File: config.mk
export PLATFORM = sky130hd
export DESIGN_NAME = ins_loader
export DESIGN_NICKNAME = d
export VERILOG_FILES = /design/src/rtl/loader_pkg.sv /design/src/rtl/posedge_detection.sv /design/src/rtl/ins_loader.sv
export SDC_FILE = /design/constraint.sdc
export NUM_CORES = 1
export LEC_CHECK = 0
export CAP_MARGIN = 15
export CORE_ASPECT_RATIO = 0.75
export CORE_MARGIN = 10
export CORE_UTILIZATION = 45
export CTS_CLUSTER_DIAMETER = 30
export DETAILED_ROUTE_END_ITERATION = 8
export HOLD_SLACK_MARGIN = 0.02
export PLACE_DENSITY_LB_ADDON = 0.15
export SYNTH_ARGS = -nofsm -noshare
export SYNTH_HDL_FRONTEND = slang
export SYNTH_HIERARCHICAL = 1
export SYNTH_SLANG_ARGS = --single-unit
File: constraint.sdc
create_clock -name Clk -period 4.7 [get_ports Clk]
set_input_delay 1.175 -clock Clk [delete_from_list [all_inputs] [get_ports Clk]]
set_output_delay 1.175 -clock Clk [all_outputs]
set_load 0.03 [all_outputs]
File: src/rtl/loader_pkg.sv
// Shared types and constants for the instruction loader: the state encoding,
// the error reason codes and the default packet start marker.
package loader_pkg;

  typedef enum logic [2:0] {
    IDLE = 3'd0,
    HUNT = 3'd1,
    LEN  = 3'd2,
    DATA = 3'd3,
    CHK  = 3'd4,
    DONE = 3'd5,
    ERR  = 3'd6
  } state_t;

  localparam logic [1:0] ERR_FE  = 2'b00;
  localparam logic [1:0] ERR_LEN = 2'b01;
  localparam logic [1:0] ERR_CHK = 2'b10;
  localparam logic [1:0] ERR_TO  = 2'b11;

  localparam logic [7:0] DEFAULT_SYNC_BYTE = 8'hA5;

  // States in which the CPU must be kept in reset.
  function automatic logic holds_cpu(input state_t st);
    logic hold;
    case (st)
      HUNT, LEN, DATA, CHK, ERR: hold = 1'b1;
      default:                   hold = 1'b0;
    endcase
    return hold;
  endfunction

  // States that lie inside a packet, where the idle-gap timer runs.
  function automatic logic in_packet(input state_t st);
    logic inside_pkt;
    case (st)
      LEN, DATA, CHK: inside_pkt = 1'b1;
      default:        inside_pkt = 1'b0;
    endcase
    return inside_pkt;
  endfunction

endpackage

File: src/rtl/posedge_detection.sv
// Registered rising-edge detector: pulse is high for one cycle, one clock
// after sig is first sampled high.
module posedge_detection (
  input  logic Clk,
  input  logic Reset,
  input  logic sig,
  output logic pulse
);

  logic sig_d_r;

  // Remember the previous sample and flag a low-to-high transition.
  always_ff @(posedge Clk or posedge Reset) begin
    if (Reset) begin
      sig_d_r <= 1'b0;
      pulse   <= 1'b0;
    end else begin
      sig_d_r <= sig;
      pulse   <= sig & ~sig_d_r;
    end
  end

endmodule

File: src/rtl/ins_loader.sv
// Program loader: recognises sync / length / payload / checksum packets from
// the UART receiver, writes the payload into instruction memory and keeps the
// CPU in reset while a load session is running.
module ins_loader
  import loader_pkg::*;
#(
  parameter int unsigned DEPTH       = 32,
  parameter int unsigned ADDR_W      = 5,
  parameter logic [7:0]  SYNC_BYTE   = DEFAULT_SYNC_BYTE,
  parameter int unsigned TIMEOUT_CYC = 520600
) (
  input  logic              Clk,
  input  logic              Reset,
  input  logic              Load,
  input  logic [7:0]        rx_data,
  input  logic              rx_valid,
  input  logic              rx_fe,
  output logic              mem_we,
  output logic [ADDR_W-1:0] mem_addr,
  output logic [7:0]        mem_wdata,
  output logic              cpu_hold,
  output logic              done,
  output logic              err,
  output logic [1:0]        err_code,
  output logic [ADDR_W:0]   byte_cnt
);

  localparam int unsigned       TO_W    = $clog2(TIMEOUT_CYC);
  localparam logic [TO_W-1:0]   TO_LAST = TO_W'(TIMEOUT_CYC - 1);
  localparam logic [TO_W-1:0]   TO_ONE  = {{(TO_W-1){1'b0}}, 1'b1};
  localparam logic [7:0]        DEPTH_B = 8'(DEPTH);
  localparam logic [ADDR_W:0]   DEPTH_C = (ADDR_W+1)'(DEPTH);
  localparam logic [ADDR_W:0]   CNT_ONE = {{ADDR_W{1'b0}}, 1'b1};

  state_t            state_r, state_s;
  logic              load_rise_s;
  logic              rx_ok_s;
  logic              to_hit_s;
  logic              wr_s, enter_len_s, done_set_s, err_set_s;
  logic [1:0]        err_code_s;
  logic [ADDR_W:0]   len_r, len_s;
  logic [7:0]        sum_r, sum_s;
  logic [TO_W-1:0]   to_cnt_r, to_cnt_s;
  logic              session_start_s;
  logic              mem_we_s, cpu_hold_s, done_s, err_s;
  logic [ADDR_W-1:0] mem_addr_s;
  logic [7:0]        mem_wdata_s;
  logic [1:0]        err_code_n_s;
  logic [ADDR_W:0]   byte_cnt_s;

  posedge_detection u_load_edge (
    .Clk   (Clk),
    .Reset (Reset),
    .sig   (Load),
    .pulse (load_rise_s)
  );

  // A framing error discards any byte arriving in the same cycle.
  assign rx_ok_s  = rx_valid & ~rx_fe;
  assign to_hit_s = (to_cnt_r == TO_LAST);

  // State register.
  always_ff @(posedge Clk or posedge Reset) begin
    if (Reset) begin
      state_r <= IDLE;
    end else begin
      state_r <= state_s;
    end
  end

  // Next-state decision plus the per-byte events that drive the datapath.
  always_comb begin
    state_s     = state_r;
    wr_s        = 1'b0;
    enter_len_s = 1'b0;
    done_set_s  = 1'b0;
    err_set_s   = 1'b0;
    err_code_s  = ERR_FE;
    if (!Load) begin
      state_s = IDLE;
    end else begin
      case (state_r)
        IDLE: begin
          if (load_rise_s) begin
            state_s = HUNT;
          end else begin
            state_s = IDLE;
          end
        end
        HUNT: begin
          if (rx_ok_s && (rx_data == SYNC_BYTE)) begin
            state_s     = LEN;
            enter_len_s = 1'b1;
          end else begin
            state_s = HUNT;
          end
        end
        LEN, DATA, CHK: begin
          if (rx_fe) begin
            state_s    = ERR;
            err_set_s  = 1'b1;
            err_code_s = ERR_FE;
          end else if (rx_valid) begin
            if (state_r == LEN) begin
              if ((rx_data == 8'd0) || (rx_data > DEPTH_B)) begin
                state_s    = ERR;
                err_set_s  = 1'b1;
                err_code_s = ERR_LEN;
              end else begin
                state_s = DATA;
              end
            end else if (state_r == DATA) begin
              wr_s = 1'b1;
              if ((byte_cnt_r_plus1()) == len_r) begin
                state_s = CHK;
              end else begin
                state_s = DATA;
              end
            end else begin
              if (rx_data == sum_r) begin
                state_s    = DONE;
                done_set_s = 1'b1;
              end else begin
                state_s    = ERR;
                err_set_s  = 1'b1;
                err_code_s = ERR_CHK;
              end
            end
          end else if (to_hit_s) begin
            state_s    = ERR;
            err_set_s  = 1'b1;
            err_code_s = ERR_TO;
          end else begin
            state_s = state_r;
          end
        end
        DONE, ERR: begin
          state_s = state_r;
        end
        default: begin
          state_s = IDLE;
        end
      endcase
    end
  end

  // Count of payload bytes including the one currently being accepted.
  function automatic logic [ADDR_W:0] byte_cnt_r_plus1();
    return byte_cnt + CNT_ONE;
  endfunction

  // Next values for the outputs and datapath registers.
  always_comb begin
    session_start_s = (state_r == IDLE) && (state_s == HUNT);
    mem_we_s        = wr_s;
    cpu_hold_s      = holds_cpu(state_s);
    if (wr_s) begin
      mem_addr_s  = byte_cnt[ADDR_W-1:0];
      mem_wdata_s = rx_data;
    end else begin
      mem_addr_s  = mem_addr;
      mem_wdata_s = mem_wdata;
    end
    if (session_start_s) begin
      done_s = 1'b0;
    end else if (done_set_s) begin
      done_s = 1'b1;
    end else begin
      done_s = done;
    end
    if (session_start_s) begin
      err_s        = 1'b0;
      err_code_n_s = err_code;
    end else if (err_set_s) begin
      err_s        = 1'b1;
      err_code_n_s = err_code_s;
    end else begin
      err_s        = err;
      err_code_n_s = err_code;
    end
    if (session_start_s) begin
      byte_cnt_s = {(ADDR_W+1){1'b0}};
    end else if (wr_s && (byte_cnt != DEPTH_C)) begin
      byte_cnt_s = byte_cnt + CNT_ONE;
    end else begin
      byte_cnt_s = byte_cnt;
    end
    if (enter_len_s) begin
      sum_s = 8'd0;
    end else if (wr_s) begin
      sum_s = sum_r + rx_data;
    end else begin
      sum_s = sum_r;
    end
    if ((state_r == LEN) && (state_s == DATA)) begin
      len_s = rx_data[ADDR_W:0];
    end else begin
      len_s = len_r;
    end
    if (in_packet(state_r) && !rx_valid) begin
      to_cnt_s = to_cnt_r + TO_ONE;
    end else begin
      to_cnt_s = {TO_W{1'b0}};
    end
  end

  // Output and datapath registers.
  always_ff @(posedge Clk or posedge Reset) begin
    if (Reset) begin
      mem_we    <= 1'b0;
      mem_addr  <= {ADDR_W{1'b0}};
      mem_wdata <= 8'd0;
      cpu_hold  <= 1'b0;
      done      <= 1'b0;
      err       <= 1'b0;
      err_code  <= ERR_FE;
      byte_cnt  <= {(ADDR_W+1){1'b0}};
      sum_r     <= 8'd0;
      len_r     <= {(ADDR_W+1){1'b0}};
      to_cnt_r  <= {TO_W{1'b0}};
    end else begin
      mem_we    <= mem_we_s;
      mem_addr  <= mem_addr_s;
      mem_wdata <= mem_wdata_s;
      cpu_hold  <= cpu_hold_s;
      done      <= done_s;
      err       <= err_s;
      err_code  <= err_code_n_s;
      byte_cnt  <= byte_cnt_s;
      sum_r     <= sum_s;
      len_r     <= len_s;
      to_cnt_r  <= to_cnt_s;
    end
  end

endmodule

### Word level (Yosys, flattened, before mapping)

Cells that the tools add are included.

* bits in registers: 63
* input port bits: 13
* word-level logic and storage cells: 113

* add/subtract/negate cells: 3
* order comparisons: 1
* equality and inequality tests: 16
* multiplexer cells: 57
* bitwise logic cells: 5
* reductions and logical operators: 17

Operators with widths (number)
* 1-bit two-way mux: 33
* 3-bit two-way mux: 8
* 2-bit two-way mux: 10
* 19-bit by 1-bit adder with 19-bit output (second input constant): 1
* 19-bit == test (second input constant): 1
* 19-bit two-way mux: 1
* 8-bit two-way mux: 2
* 3-bit == test (second input constant): 5
* 3-bit by 2-bit == test with 1-bit output (second input constant): 4
* 6-bit two-way mux: 2
* 3-bit case mux with 4 select lines: 1
* 8-bit adder: 1
* 8-bit == test: 1
* 8-bit == test (second input constant): 1
* 8-bit by 6-bit > comparator with 1-bit output (second input constant): 1
* 8-bit zero test: 1
* 2-bit nonzero test: 4
* 6-bit by 1-bit adder with 6-bit output (second input constant): 1
* 3-bit by 1-bit == test with 1-bit output (second input constant): 2
* 6-bit == test: 1
* 6-bit != test (second input constant): 1
* 1-bit logical AND: 5
* 5-bit OR reduction: 1
* 3-bit zero test: 1
* other kinds (7): 10

### Longest topological paths before layout

Gate-level depths: netlist of run 1.

* word-level depth: 13
* depth in mapped cells: 10

### Cells and area by module

The synthesis of run 1 kept the hierarchy.

By module, submodules not included
* ins_loader: times used 1, cells each 356, area an instance 3338.2 um^2, seq. area each 1526.5 um^2
* posedge_detection: times used 1, cells each 4, area an instance 67.6 um^2, seq. area each 50.0 um^2

### Worst setup path after synthesis of run 1

OpenSTA, ideal clock, no wires.

* path kind: input to register
* from: input rx_data[5]
* to: register len_r[0]
* data arrival time: 3076 ps
* required time: 4572 ps
* path slack: 1496 ps
* cell stages on the path: 7
* buffers on the path: 0
* path through: ha_1 nor4_1 nand3_1 and3_1 o41ai_4 nand3_2 mux2_1

* word-level cells in the longest chain between the ends: 10
* elaborated cells on any way between the ends: 17

Ends and longest elaborated chain
* start, declared: line ins_loader.sv:15 `input logic [7:0] rx_data,`
* 8-bit by 6-bit > comparator with 1-bit output, or another cell as far along: line ins_loader.sv:105 `if ((rx_data == 8'd0) || (rx_data > DEPTH_B)) begin`
* 1-bit logical OR or 2-bit two-way mux (tied branches): line ins_loader.sv:105, ins_loader.sv:120
* 3-bit two-way mux (on tied branches): line ins_loader.sv:105, ins_loader.sv:112
* 3-bit two-way mux: line ins_loader.sv:104 `if (state_r == LEN) begin`
* 3-bit two-way mux: line ins_loader.sv:103 `end else if (rx_valid) begin`
* 3-bit two-way mux: line ins_loader.sv:99 `if (rx_fe) begin`
* 3-bit case mux with 4 select lines *: line ins_loader.sv:82 `case (state_r)`
* 3-bit two-way mux *: line ins_loader.sv:79 `if (!Load) begin`
* via state_s[0]: line ins_loader.sv:35 `state_t state_r, state_s;`
* 3-bit by 2-bit == test with 1-bit output *: line ins_loader.sv:195 `if ((state_r == LEN) && (state_s == DATA)) begin`
* 1-bit logical AND *: line ins_loader.sv:195
* end signal, assigned: line ins_loader.sv:219 `len_r <= {(ADDR_W+1){1'b0}};`
* end signal, assigned: line ins_loader.sv:231 `len_r <= len_s;`
* end, declared: line ins_loader.sv:41 `logic [ADDR_W:0] len_r, len_s;`

Mark *: on every way through the listed nets, which the timed path passes. The rest lies on a longest branch.
A chain may end at the register's enable or synchronous reset.

### Final worst setup path of run 1

* from: input rx_data[5]
* to: register len_r[3]

The elaborated chain is that of the path after synthesis.

==> out/qor.yml, run 1 <==
cts:
  clock-root-buffer: "clkbuf_8"
  post_cts_resized: 0
  cts_buffer_depth: 2
  clkLatencyLatePin_ns: 0.34
  cts_buffers: 9
  clock_sinks: 63
  cts_setup_buffers: 0
  cts_hold_buf: 0
  cts_tree: "built"
  clk_pin_slew_ns: 0.07
  h-tree-depth: 3
timing:
  setup_violations: 0
  worst_slack_ns: 0.972
  slew_headroom_pct: 43.7
  fin_crit_sh_pct: 79.3
  post-route-min-period_ns: 3.73
  worst_pin_slew_ns: 0.843
  whs_ns: 0.447
  fin_tns_setup_ns: 0
  finalHoldViolCount: 0
  drv_slew: 0
  fmax_ghz: 0.268
  skew_ns: 0.00646
  rsz0062_at_grt: "false"
critical_path:
  path_cells: "clkdlybuf4s50_1 -> ha_1 -> nor4_1 -> nand3_1 -> and3_1 -> o41ai_4 -> nand3_2 -> mux2_1"
  r2r-start: "byte_cnt[0]$_DFFE_PP0P_"
  crit_path_start: "rx_data[5]"
  cpPeakStageDelay_ns: 0.54
  crit_slowest_cell: "clkdlybuf4s50_1"
  startpoint_type: "primary input"
  crit_required_ns: 4.92
  crit_path_end_kind: "flip-flop"
  crit_type: "primary input to flip-flop"
  crit_arrival_ns: 3.95
  crit_fanout: 6
floorplanning:
  die_w_um: 120
  initial_core_util_pct: 46.2
  ios: 38
  num_rows: 27
  die_h_um: 95.3
  coreArea_sq_mm: 0.00736
  die-area_sq_mm: 0.0115
synthesis:
  synth_cells: 360
  synth-main-ff-cell: "dfrtp_1"
  synth_area_per_cell_sq_um: 9.46
  synth_edf_count: 0
  yosysWarnings: 6
  synth_area_sq_mm: 0.00341
  ys_seq_area_share_pct: 46.3
  synth_cell_types: 54
  synth_nets: 384
  synth_seq_cells: 63
  synth-async-reset-ratio_pct: 100
placement:
  io_buffers: 37
  dp_slack_ns: 0.585
  postPlaceCellArea_sq_mm: 0.00385
  dp_hpwl_um: 5740
  gp_congestion: 0.853
cells_and_area:
  area_growth_pct: 19.5
  fin_util_pct: 55.2
  antenna_cells: 0
  drive_gt1_share_pct: 7.98
  design_area_sq_mm: 0.00407
  nNetsFinal: 420
power_and_ir_drop:
  clkPwrFrac_pct: 43.8
  netSwitchingPower_uw: 283
  p_leak_nw: 1.79
  power_density_mw_per_mm2: 285
  switching_share_pct: 24.3
  comb_power_share_pct: 8.1
  peakVddDrop_v: 0.000165
  p_seq_share_pct: 48.1
  power.internal_uw: 879
job:
  maxCapViolCount: 0
detailed_routing:
  drtIter0Drc: 192
  viasPerCell: 5.38
  drt_pass1_iterations: 5
  drc: 0
  detail_route.wl_per_cell_um: 15.8
  routed_wl_um: 7920
  ant_nets: 0
  via_count: 2703
worst_hold_path:
  hold_class: "flip-flop to flip-flop"
  hp-start: "u_load_edge/sig_d_r$_DFF_PP0_"
global_route:
  grt_pass1_vias: 2556
  grt_pass1_wl_um: 13200
  antenna_found_initial: 0
  track_usage_pct: 14.3
  grt_max_degree: 40
  grt-ovfl-total: 0
status:
  status: "finished, final reports clean"
layer usage:
metal / track usage [%] / up-vias / share of wire [%]
li1: - / 1319 / -
met1: 20.2 / 1325 / 51
met2: 20.2 / 55 / 43
met3: 5.43 / 4 / 5.7
met4: 2.91 / 0 / 0.37
met5: 0 / - / 0
metrics by stage:
step	cells	total power, mW
final	502	1.16
after global routing	502	1.21
after CTS	502	1.17
after detailed placement	486	0.663
after global placement	486	0.662
after floorplan	360	0.628
critical path: cells and delay by family:
| family | cells | cell delay (ns) |
|---|---|---|
| and+or+nand+nor | 4 | 0.97 |
| AOI/OAI and AO/OA | 1 | 0.48 |
| muxes | 1 | 0.37 |
| buffers and inverters | 1 | 0.54 |
| adders and majority gates | 1 | 0.41 |
final timing paths:
path	end	cells past startpoint	slack (ns)
max	len_r[3]$_DFFE_PP0P_	8	0.97
min	u_load_edge/pulse$_DFF_PP0_	1	0.45
max reg2reg	len_r[4]$_DFFE_PP0P_	9	1.92
min reg2reg	u_load_edge/pulse$_DFF_PP0_	1	0.45
max in group asynchronous	to_cnt_r[4]$_DFF_PP0_	3	2.52
min in group asynchronous	u_load_edge/sig_d_r$_DFF_PP0_	2	1.03
synthesized netlist by cell type, types with 2 or more instances:
library cell	count	area [sq um]
nand4_1	6	37.5
and3_1	8	50.1
o21bai_1	2	15.0
o41ai_1	3	26.3
nand2_1	50	188
o31ai_1	2	15.0
a21o_1	2	15.0
o211ai_1	4	30.0
buf_2	4	20.0
a22oi_1	2	15.0
o21ai_0	14	70.1
mux2_1	5	56.3
nor3_1	8	40.0
nor4_1	2	12.5
buf_1	2	7.51
xnor2_1	17	149
nand3b_1	2	15.0
nor4b_1	4	35.0
clkbuf_1	7	26.3
nor3b_1	4	30.0
ha_1	10	125
nand3_1	24	120
nor2_1	41	154
inv_1	11	41.3
nor2b_1	4	25.0
a21oi_1	11	55.1
xor2_1	15	131
mux2_2	4	45.0
or3_1	5	31.3
dfrtp_1	63	1580
sequential cells by signal (all words and copies together) (netlist names):
name and flops:
err_code 2, cpu_hold 1, u_load_edge/pulse 1, mem_we 1, u_load_edge/sig_d_r 1, done 1, state_r 3, len_r 6
to_cnt_r 19, mem_wdata 8, sum_r 8, mem_addr 5, byte_cnt 6, err 1
cell type report:
| type | instances | area (sq um) |
|---|---|---|
| clock buffers | 12 | 165 |
| flip-flops and latches | 63 | 1580 |
| fillers | 687 | 3300 |
| multi-input cells | 272 | 1720 |
| clock inverters | 4 | 51.3 |
| inverters | 11 | 41.3 |
| repair buffers | 39 | 385 |
| well taps | 101 | 126 |
power by group through the flow:
stage	Sequential, mW	Clock [mW]	Combinational, mW
floorplan	0.572	0	0.0563
global placement	0.569	0	0.0930
detailed placement	0.569	0	0.0947
CTS	0.558	0.521	0.0951
global route	0.559	0.550	0.105
finish	0.558	0.509	0.0942
layout by cell type (no fill, tap or decap), types with 10 or more instances in the layout:
cell,count
a21oi_1,11
clkbuf_8,12
clkdlybuf4s50_1,37
dfrtp_1,63
ha_1,10
inv_1,10
nand2_1,50
nand3_1,24
nor2_1,41
o21ai_0,14
xnor2_1,17
xor2_1,15
cells by family (layout without fill, tap and decap cells):
kind of cell | count (synthesis) | after routing | synth area share [%]
fa+ha+maj | 11 | 11 | 4.26
compound gates | 46 | 46 | 9.26
flops | 63 | 63 | 46.3
buf+inv | 25 | 66 | 3.12
xor+xnor | 32 | 32 | 8.23
mux | 10 | 10 | 3.27
simple gates | 173 | 173 | 25.6
Power figures use the tool's default switching activity.
==> run 2: changes to the inputs <==
==> constraint.sdc (replaced) <==
create_clock -name Clk -period 3.75 [get_ports Clk]
set_input_delay 0.9375 -clock Clk [delete_from_list [all_inputs] [get_ports Clk]]
set_output_delay 0.9375 -clock Clk [all_outputs]
set_load 0.03 [all_outputs]
==> run 2 against run 1 <==
- cell area is 1.5% higher
- first-iteration DRC count is 2.1% higher
- critical path depth stayed put
- die area stayed put
- largest cell class unchanged
- largest power group unchanged
- sequential power is 25% higher
- highest routed layer unchanged
==> out/qor.yml, run 2 (synthesized netlist as in run 1, its figures left out) <==
cts:
  cts_setup_buffers: 0  # unchanged
  clkLatencyLatePin_ns: 0.34  # about the same
  h-tree-depth: 3  # unchanged
  cts_buffer_depth: 2  # unchanged
  clk_pin_slew_ns: 0.07  # about the same
  cts_tree: "built"
  clock-root-buffer: "clkbuf_8"
  cts_buffers: 9  # unchanged
  post_cts_resized: 0  # unchanged
  clock_sinks: 63  # unchanged
  cts_hold_buf: 0  # unchanged
cells_and_area:
  fillers: 701  # +2.0%
  antenna_cells: 0  # unchanged
  mostFrequentLayoutCells: "63 x dfrtp_1, 50 x nand2_1, 41 x nor2_1"
  drive_gt1_share_pct: 10.4  # +2.4 points
  area_growth_pct: 21.3
  nNetsFinal: 432  # +2.9%
  largest_reg_flops: 19  # unchanged
  final_common_cell: "dfrtp_1"
  reg_top3: "to_cnt_r x19, mem_wdata x8, sum_r x8"
  regMostFlops: "to_cnt_r"
  fin_util_pct: 56.1  # +0.85 points
power_and_ir_drop:
  peakVddDrop_v: 0.000246  # +49%
  power_density_mw_per_mm2: 338  # +18%
  p_leak_nw: 1.84  # +2.5%
timing:
  post-route-min-period_ns: 3.39
  fin_crit_sh_pct: 90.5
  slew_headroom_pct: 48.9  # +5.1 points
  finalHoldViolCount: 0  # unchanged
  whs_ns: 0.446  # -0.000633 ns
  skew_ns: 0.00752  # +0.00106 ns
  fmax_ghz: 0.295
  worst_pin_slew_ns: 0.757  # -0.0855 ns
  drv_slew: 0  # unchanged
  rsz0062_at_grt: "false"
  setup_violations: 0  # unchanged
status:
  status: "finished, final reports clean"
critical_path:
  path_cells: "clkdlybuf4s50_1 -> ha_1 -> nor4_1 -> nand3_1 -> and3_1 -> o41ai_4 -> nand3_2 -> mux2_1"
  crit_family: "simple AND/OR/NAND/NOR gates"
  startpoint_type: "primary input"
  crit_fanout: 6  # unchanged
  crit_required_ns: 3.96  # -0.96 ns
  cp_num_buf_inv: 1  # unchanged
  crit_arrival_ns: 3.61  # -0.34 ns
  crit_path_end_kind: "flip-flop"
  crit_slowest_cell: "o41ai_4"
  crit_type: "primary input to flip-flop"
  cpPeakStageDelay_ns: 0.49  # -0.05 ns
detailed_routing:
  routed_wl_um: 8060  # +1.8%
  viasPerCell: 5.34  # -0.85%
  drc: 0  # unchanged
  ant_nets: 0  # unchanged
  via_count: 2744  # +1.5%
  detail_route.wl_per_cell_um: 15.7  # -0.60%
  drtIter0Drc: 196  # +2.1%
  drt_pass1_iterations: 4  # -1
worst_hold_path:
  hold_class: "flip-flop to flip-flop"
floorplanning:
  die-area_sq_mm: 0.0115  # unchanged
  ios: 38  # unchanged
  initial_core_util_pct: 46.2  # unchanged
  die_w_um: 120  # unchanged
  die_h_um: 95.3  # unchanged
  num_rows: 27  # unchanged
  coreArea_sq_mm: 0.00736  # unchanged
global_route:
  grt_max_degree: 52  # +30%
  grt_pass1_wl_um: 13600  # +3.2%
  grt-ovfl-total: 0  # unchanged
  grt_pass1_vias: 2687  # +5.1%
  antenna_found_initial: 0  # unchanged
  track_usage_pct: 14.7  # +0.47 points
placement:
  gp_congestion: 0.870  # +2.0%
  dp_hpwl_um: 5970  # +4.0%
  io_buffers: 37  # unchanged
job:
  maxCapViolCount: 0  # unchanged
-- run 2: cell count changes in the layout (fill, tap and decap cells not counted), sizes merged --
| cell | delta |
|---|---|
| inv | -1 |
| buf | +12 |
| clkbuf | -2 |
| clkinv | +3 |
-- run 2: cell type report --
cell class / instances / area [sq um] / area share, %
clock buffer: 10 / 128 / 3.09
timing repair buffer: 51 / 475 / 11.5
inverter: 11 / 41.3 / 0.999
sequential: 63 / 1580 / 38.2
tap: 101 / 126 / 3.06
multi-input combinational: 272 / 1720 / 41.7
clock inverter: 6 / 61.3 / 1.48
-- run 2: path summary, 6_finish.rpt --
kind                       slack (ns)                            end                           from  cells after the start
setup / recovery                 0.36           len_r[3]$_DFFE_PP0P_                     rx_data[5]                      8
hold / removal                   0.45    u_load_edge/pulse$_DFF_PP0_  u_load_edge/sig_d_r$_DFF_PP0_                      1
setup reg to reg                 0.97           len_r[4]$_DFFE_PP0P_        byte_cnt[0]$_DFFE_PP0P_                      9
hold reg to reg                  0.45    u_load_edge/pulse$_DFF_PP0_  u_load_edge/sig_d_r$_DFF_PP0_                      1
max in group asynchronous        1.97           len_r[0]$_DFFE_PP0P_                          Reset                      3
min in group asynchronous        0.81  u_load_edge/sig_d_r$_DFF_PP0_                          Reset                      2
-- run 2: power breakdown --
| group | switching (mW) | internal, mW | total (mW) |
|---|---|---|---|
| clock | 0.264 | 0.305 | 0.569 |
| sequential | 0.00928 | 0.690 | 0.700 |
| combinational | 0.0712 | 0.0546 | 0.126 |
| total | 0.345 | 1.05 | 1.39 |
-- run 2: worst register-to-register path, stage by stage, from the launching register on --
cell      delay [ns]
dfrtp_1         0.48
inv_1           0.13
ha_1            0.36
xor2_1          0.17
nor4b_1         0.33
o211ai_1        0.21
nor3_1          0.34
o41ai_4         0.14
nand3_2         0.18
mux2_2          0.35
-- run 2: per-stage QoR --
stage	TNS, ns	power (mW)	cells	area, sq um	setup slack, ns
6_report	0	1.39	514	4130	0.356
5_1_grt	0	1.46	514	4130	0.199
4_1_cts	0	1.42	514	4130	0.359
3_5_place_dp	-0.00769	0.839	498	3940	-0.00539
3_3_place_gp	0	0.837	498	3940	0.101
2_1_floorplan	0	0.787	360	3410	0.784
-- run 2: routing by layer --
| layer | track usage [%] | part of all wire [%] | vias up |
|---|---|---|---|
| li1 | - | - | 1344 |
| met1 | 20.3 | 49 | 1337 |
| met2 | 21.7 | 43 | 61 |
| met3 | 5.31 | 6.8 | 2 |
| met4 | 3.01 | 0.42 | 0 |
| met5 | 0 | 0 | - |
==> run 3: changes to the inputs <==
--- a/config.mk
+++ b/config.mk
@@ -5,12 +5,12 @@
 export SDC_FILE = /design/constraint.sdc
 export NUM_CORES = 1
 export LEC_CHECK = 0
-export CAP_MARGIN = 15
 export CORE_ASPECT_RATIO = 0.75
 export CORE_MARGIN = 10
 export CORE_UTILIZATION = 45
 export CTS_CLUSTER_DIAMETER = 30
 export DETAILED_ROUTE_END_ITERATION = 8
+export GPL_ROUTABILITY_DRIVEN = 0
 export HOLD_SLACK_MARGIN = 0.02
 export PLACE_DENSITY_LB_ADDON = 0.15
 export SYNTH_ARGS = -nofsm -noshare
==> constraint.sdc (replaced) <==
create_clock -name Clk -period 3.75 [get_ports Clk]
set_input_delay 0.9375 -clock Clk [delete_from_list [all_inputs] [get_ports Clk]]
set_output_delay 0.9375 -clock Clk [all_outputs]
set_load 0.005 [all_outputs]
==> results of run 3 <==
The final DEF is identical to that of run 2. Status: finished, final reports clean.
